===== src/rtl/note_pkg.sv =====
// note_pkg -- shared constants and types for the note scanner and the note
// writer that draws into the same framebuffer.
//   NOTE_W / NOTE_H : default note window size in pixels
//   BG_COLOUR       : framebuffer colour treated as empty
//   X_W / Y_W       : framebuffer coordinate widths (256 x 128 screen)
//   COLOUR_W        : framebuffer pixel width
//   COUNT_W         : width of the non-background pixel counter
//   scan_state_t    : scanner FSM states
package note_pkg;

  localparam int NOTE_W = 15;
  localparam int NOTE_H = 7;
  localparam logic [2:0] BG_COLOUR = 3'b000;

  localparam int X_W      = 8;
  localparam int Y_W      = 7;
  localparam int COLOUR_W = 3;
  localparam int COUNT_W  = 7;

  typedef enum logic [1:0] {
    IDLE,
    SCAN,
    DRAIN,
    DONE
  } scan_state_t;

endpackage


===== src/rtl/rect_sweep.sv =====
// rect_sweep -- raster walker over a W x H rectangle, dx innermost.
// Shared between the note scanner and the note writer so both visit pixels
// in the same order.
// Ports:
//   clk, resetn : clock, asynchronous active-low reset
//   clear       : return to (0,0); wins over en
//   en          : advance one pixel; wraps to (0,0) after the last pixel
//   dx, dy      : current offset inside the rectangle
//   last        : high while (dx,dy) is the final pixel (W-1,H-1)
module rect_sweep #(
  parameter int W = 15,
  parameter int H = 7,
  localparam int DX_W = (W > 1) ? $clog2(W) : 1,
  localparam int DY_W = (H > 1) ? $clog2(H) : 1
) (
  input  logic            clk,
  input  logic            resetn,
  input  logic            clear,
  input  logic            en,
  output logic [DX_W-1:0] dx,
  output logic [DY_W-1:0] dy,
  output logic            last
);

  logic dx_end;
  logic dy_end;

  assign dx_end = (dx == DX_W'(W - 1));
  assign dy_end = (dy == DY_W'(H - 1));
  assign last   = dx_end && dy_end;

  always_ff @(posedge clk or negedge resetn) begin
    if (!resetn) begin
      dx <= '0;
      dy <= '0;
    end else if (clear) begin
      dx <= '0;
      dy <= '0;
    end else if (en) begin
      if (dx_end) begin
        dx <= '0;
        dy <= dy_end ? '0 : dy + 1'b1;
      end else begin
        dx <= dx + 1'b1;
      end
    end
  end

endmodule


===== src/rtl/note_scanner.sv =====
// note_scanner -- reads a NOTE_W x NOTE_H window of the framebuffer and
// counts pixels that differ from BG_COLOUR, reporting a hit when the count
// reaches HIT_THRESH.
// Ports:
//   clk, resetn          : clock, asynchronous active-low reset
//   start, x_in, y_in    : scan request and window top-left (taken in IDLE)
//   rd_x, rd_y, rd_en    : framebuffer read request, one pixel per cycle
//   rd_colour            : read data, one cycle after its rd_en
//   busy, done           : scan in progress / one-cycle completion pulse
//   hit, pixel_count     : result of the last completed scan
module note_scanner #(
  parameter int              NOTE_W     = note_pkg::NOTE_W,
  parameter int              NOTE_H     = note_pkg::NOTE_H,
  parameter logic [2:0]      BG_COLOUR  = note_pkg::BG_COLOUR,
  parameter int              HIT_THRESH = 53
) (
  input  logic                         clk,
  input  logic                         resetn,
  input  logic                         start,
  input  logic [note_pkg::X_W-1:0]     x_in,
  input  logic [note_pkg::Y_W-1:0]     y_in,
  input  logic [note_pkg::COLOUR_W-1:0] rd_colour,
  output logic [note_pkg::X_W-1:0]     rd_x,
  output logic [note_pkg::Y_W-1:0]     rd_y,
  output logic                         rd_en,
  output logic                         busy,
  output logic                         done,
  output logic                         hit,
  output logic [note_pkg::COUNT_W-1:0] pixel_count
);

  import note_pkg::*;

  localparam int DX_W = (NOTE_W > 1) ? $clog2(NOTE_W) : 1;
  localparam int DY_W = (NOTE_H > 1) ? $clog2(NOTE_H) : 1;

  scan_state_t        state;
  logic [X_W-1:0]     x_base;
  logic [Y_W-1:0]     y_base;
  logic [DX_W-1:0]    dx;
  logic [DY_W-1:0]    dy;
  logic               last;
  logic               accept;
  logic               sample_valid;
  logic [COUNT_W-1:0] acc;
  logic [COUNT_W-1:0] acc_next;

  assign accept = (state == IDLE) && start;

  rect_sweep #(
    .W(NOTE_W),
    .H(NOTE_H)
  ) u_sweep (
    .clk   (clk),
    .resetn(resetn),
    .clear (accept),
    .en    (state == SCAN),
    .dx    (dx),
    .dy    (dy),
    .last  (last)
  );

  // Read address decodes straight from the sweep position so every SCAN
  // cycle issues a read; addresses wrap naturally at the screen edges.
  always_comb begin
    rd_en = (state == SCAN);
    rd_x  = '0;
    rd_y  = '0;
    if (rd_en) begin
      rd_x = x_base + X_W'(dx);
      rd_y = y_base + Y_W'(dy);
    end
  end

  // Data from the previous cycle's read is counted here; saturates at 127.
  always_comb begin
    acc_next = acc;
    if (sample_valid && (rd_colour != BG_COLOUR) && (acc != '1))
      acc_next = acc + COUNT_W'(1);
  end

  // DRAIN absorbs the final read's data, so results are published on the
  // DRAIN->DONE edge with that last sample already included.
  always_ff @(posedge clk or negedge resetn) begin
    if (!resetn) begin
      state        <= IDLE;
      x_base       <= '0;
      y_base       <= '0;
      sample_valid <= 1'b0;
      acc          <= '0;
      busy         <= 1'b0;
      done         <= 1'b0;
      hit          <= 1'b0;
      pixel_count  <= '0;
    end else begin
      sample_valid <= (state == SCAN);
      done         <= 1'b0;
      case (state)
        IDLE: begin
          if (start) begin
            state  <= SCAN;
            x_base <= x_in;
            y_base <= y_in;
            acc    <= '0;
            busy   <= 1'b1;
          end
        end
        SCAN: begin
          acc <= acc_next;
          if (last)
            state <= DRAIN;
        end
        DRAIN: begin
          acc         <= acc_next;
          pixel_count <= acc_next;
          hit         <= (int'(acc_next) >= HIT_THRESH);
          done        <= 1'b1;
          state       <= DONE;
        end
        DONE: begin
          busy  <= 1'b0;
          state <= IDLE;
        end
        default: state <= IDLE;
      endcase
    end
  end

endmodule


===== config.mk =====
export PLATFORM = sky130hd
export DESIGN_NAME = note_scanner
export DESIGN_NICKNAME = d
export VERILOG_FILES = /design/src/rtl/note_pkg.sv /design/src/rtl/rect_sweep.sv /design/src/rtl/note_scanner.sv
export SDC_FILE = /design/constraint.sdc
export NUM_CORES = 1
export LEC_CHECK = 0
export BUFFER_PORTS_ARGS = -buffer_cell sky130_fd_sc_hd__buf_2
export CAP_MARGIN = 20
export CORE_MARGIN = 2
export CORE_UTILIZATION = 53
export CTS_BUF_LIST = sky130_fd_sc_hd__clkbuf_4
export DETAILED_ROUTE_END_ITERATION = 8
export GPL_TIMING_DRIVEN = 0
export PLACE_DENSITY_LB_ADDON = 0.3
export SLEW_MARGIN = 5
export SYNTH_ARGS = -nofsm -noshare
export SYNTH_HDL_FRONTEND = slang
export SYNTH_SLANG_ARGS = --single-unit

===== constraint.sdc =====
create_clock -name clk -period 2.35 [get_ports clk]
set_input_delay 0.235 -clock clk [delete_from_list [all_inputs] [get_ports clk]]
set_output_delay 0.235 -clock clk [all_outputs]
set_load 0.05 [all_outputs]

==> out/summary.txt <==
================================================================================
Insertion delay of the later-clocked pin in the worst-skew pair          0.36 ns
Cell variety after synth                                                      48
Hold Worst Slack                                                      -0.0118 ns
Placeable core region                                                   4440 um2
Max Slew Vio Count                                                             0
Post-route clock skew                                                  0.0211 ns
NetSw                                                                    2130 uW
Endpoint of the worst register-to-register path                           acc[2]
Unrepaired setup endpoints after global routing                              yes
Max capacitance violation total                                                0
TritonCTS clock tree                                                       built
N_diodes                                                                       0
Critical path startpoint category                                       register
Cell area after technology mapping                                      2500 um2
Relative slew slack                                                        0.367
Commonest register cell after synthesis                             sky130_fd_sc_hd__dfrtp_1
Clock buffer count from CTS                                                    5
Pwr per Cell Area                                                    1390 nW/um2
Warnings, synthesis                                                            0
Run status                                                          complete, but fails checks
I/O pin count                                                                 47
Maximum fanout along the worst path                                            3
Horizontal die dimension                                                 72.6 um
Violations in the final reports                                     negative hold slack
Critical Path AT                                                         2.10 ns
Clock transition at the registers of the reported paths                  0.14 ns
Total via count in the routed design                                       2,098
Seq pwr share                                                              0.286
Required time at the endpoint of the critical path                       2.12 ns
Number of rows in the core area                                               24
Maximum clock path buffer count                                                2
Global-route usage over all layers                                         0.212
Initial antenna violation count                                                0
Area added between synthesis and finish                                    23.0%
Vias in the first global route                                             1,964
Measured slew at the worst slew-check pin                               0.950 ns
Global-route wire length before repair                                   8830 um
Initial standard-cell utilization of the core                              0.562
DRC violation count after routing                                              0
Switching Share                                                            0.499
WS Path Type                                                        register to output port
Part of the Yosys area used for sequential elements                        0.421
Final period demand of the worst path                                    2.34 ns
Fraction of layout cells with a size suffix above 1                        0.287
Fraction of the core area covered by cells at the end of the flow          0.691
Hold violation total from the final report                                     3
CTS root buf                                                        sky130_fd_sc_hd__clkbuf_4
Achievable frequency                                                     428 MHz
Count of nets after finishing                                                374
Clk sink count                                                                42
Flops & latches, synth                                                        42
Antenna viol nets, final                                                       0
Number of enable-type register cells in the synthesized netlist                0
GRT overflow                                                                   0
Post-Syn Area per Cell                                                  9.14 um2
Routed wire length per instance                                          14.0 um
Number of buffers added on ports                                              45
DP HPWL                                                                  3780 um
Hold crit path type                                                 input port to asynchronous set/reset pin
Critical R2R Launch                                                       acc[0]
Crit share post-route                                                      0.995
Layout Cell Area excl Fill                                              3070 um2
Int Power                                                                2140 uW
Detailed-route wire length                                               5460 um
Placed cell area                                                        2800 um2
Worst R2R Setup Slack                                                    0.43 ns
# fillers                                                                    363
Gpl congestion                                                             0.891
Number of DRC violations after detailed-routing iteration 0                   62
Die Span Y                                                               72.6 um
H-tree depth                                                                   2
Total leakage power                                                   0.00159 uW
Via/cell ratio                                                              5.38
Cell count after synthesis                                                   273
Post-synth ARST share                                                       1.00
Pin count of the biggest net entering global routing                          43
Clock share of power                                                       0.109
Crit path capture type                                               output port
R2R depth                                                                      6
Area enclosed by the die boundary                                       5270 um2
Maximum resistive drop on vdd                                           0.597 mV
Endpoints failing setup                                                        0
Number of iterations in the first detailed-routing pass                        4
Combinational share of power                                               0.605
Syn_nets                                                                     310
================================================================================
==> cells in the mapped netlist (all sizes together) (6+ instances only) <==
library cell / number / area, um2
mux2: 6 / 75.1
nand3: 6 / 30.0
nor2: 15 / 56.3
inv: 8 / 30.0
o21ai: 11 / 55.1
nand2: 59 / 224
ha: 14 / 175
a21oi: 20 / 100
dfrtp: 42 / 1050
xnor2: 6 / 52.6
and2: 15 / 95.1
clkbuf: 7 / 26.3
mux2i: 6 / 60.1
==> logic make-up after synthesis <==
kind of cell             Yosys count  synth area share
multiplexers                      12            0.0541
adder cells (fa/ha/maj)           16            0.0862
buffers and inverters             19            0.0316
AO/OA/AOI/OAI                     61             0.160
XOR/XNOR                          10            0.0351
flip-flops                        42             0.421
AND/OR/NAND/NOR                  113             0.212
==> metal layers <==
| layer | up-vias | part of all wire | track usage |
|---|---|---|---|
| met2 | 47 | 0.49 | 0.366 |
| met4 | 0 | 0.0066 | 0.0556 |
| li1 | 1074 | - | - |
| met5 | - | 0 | 0 |
| met1 | 973 | 0.47 | 0.277 |
| met3 | 4 | 0.036 | 0.0359 |
==> power by group through the flow <==
stage | Sequential, uW | Clock [uW] | Combinational (uW)
final | 1220 | 467 | 2580
after global routing | 1260 | 500 | 2840
after CTS | 1210 | 478 | 2500
after detailed placement | 1250 | 0 | 2330
after global placement | 1240 | 0 | 2270
after floorplan | 1430 | 0 | 1600
==> layout make-up <==
class | count | area, um2 | area share
Clock inverter | 3 | 40.0 | 0.0130
Inverter | 8 | 30.0 | 0.00978
Sequential cell | 42 | 1050 | 0.344
Tap cell | 52 | 65.1 | 0.0212
Timing Repair Buffer | 57 | 364 | 0.119
Clock buffer | 5 | 37.5 | 0.0122
Multi-Input combinational cell | 212 | 1430 | 0.465
Buffer | 11 | 51.3 | 0.0167
==> layout by cell type, fill, tap and decap left out, types with 6 or more instances in the layout <==
cell type                   n
sky130_fd_sc_hd__clkbuf_4   6
sky130_fd_sc_hd__xnor2_1    6
sky130_fd_sc_hd__inv_1      8
sky130_fd_sc_hd__buf_2     39
sky130_fd_sc_hd__ha_1      12
sky130_fd_sc_hd__buf_4     14
sky130_fd_sc_hd__and2_1    13
sky130_fd_sc_hd__mux2i_1    6
sky130_fd_sc_hd__nor2_1    15
sky130_fd_sc_hd__nand3_1    6
sky130_fd_sc_hd__dfrtp_1   39
sky130_fd_sc_hd__o21ai_0    9
sky130_fd_sc_hd__nand2_1   58
sky130_fd_sc_hd__a21oi_1   17
sky130_fd_sc_hd__buf_6      7
==> registers in the layout, indices dropped and copies added, names as in the netlist <==
signal,flops
done,1
u_sweep.dy,3
y_base,7
state,2
hit,1
acc,7
u_sweep.dx,4
busy,1
sample_valid,1
x_base,8
pixel_count,7
==> per-stage QoR <==
step           worst slack [ns]  cells  power, uW   TNS, ns
6_report                 0.0124    390       4270         0
3_3_place_gp              0.145    370       3510         0
5_1_grt                 -0.0703    390       4600    -0.267
3_5_place_dp              0.109    370       3580         0
4_1_cts                -0.00814    385       4190  -0.00990
2_1_floorplan             0.107    273       3040         0
==> worst max-delay path: stages (launching register included) <==
cell	delay, ns
sky130_fd_sc_hd__dfrtp_1	0.42
sky130_fd_sc_hd__ha_2	0.20
sky130_fd_sc_hd__fa_2	0.35
sky130_fd_sc_hd__a21o_1	0.20
sky130_fd_sc_hd__a21oi_4	0.15
sky130_fd_sc_hd__xnor2_1	0.12
sky130_fd_sc_hd__and2_1	0.15
sky130_fd_sc_hd__buf_6	0.15
==> worst max-delay path by stage <==
stage	startpoint	to	slack [ns]	cells after the start
3_3_place_gp	u_sweep.dx[0]	rd_x[6]	0.14	7
6_report	x_base[0]	rd_x[4]	0.01	7
4_1_cts	x_base[0]	rd_x[4]	-0.008	7
3_5_place_dp	u_sweep.dx[0]	rd_x[6]	0.11	7
5_1_grt	x_base[0]	rd_x[6]	-0.07	7
2_1_floorplan	u_sweep.dx[0]	rd_x[6]	0.11	6
==> timing repair <==
| action | in CTS | in global routing |
|---|---|---|
| endpoints found under the setup margin | 7 | 14 |
| hold buffers | 0 | 0 |
| setup buffers | 7 | 5 |
| pin swaps | 2 | 7 |
| gates resized for setup | 20 | 16 |
No activity file was read; power rests on OpenSTA's default activity.
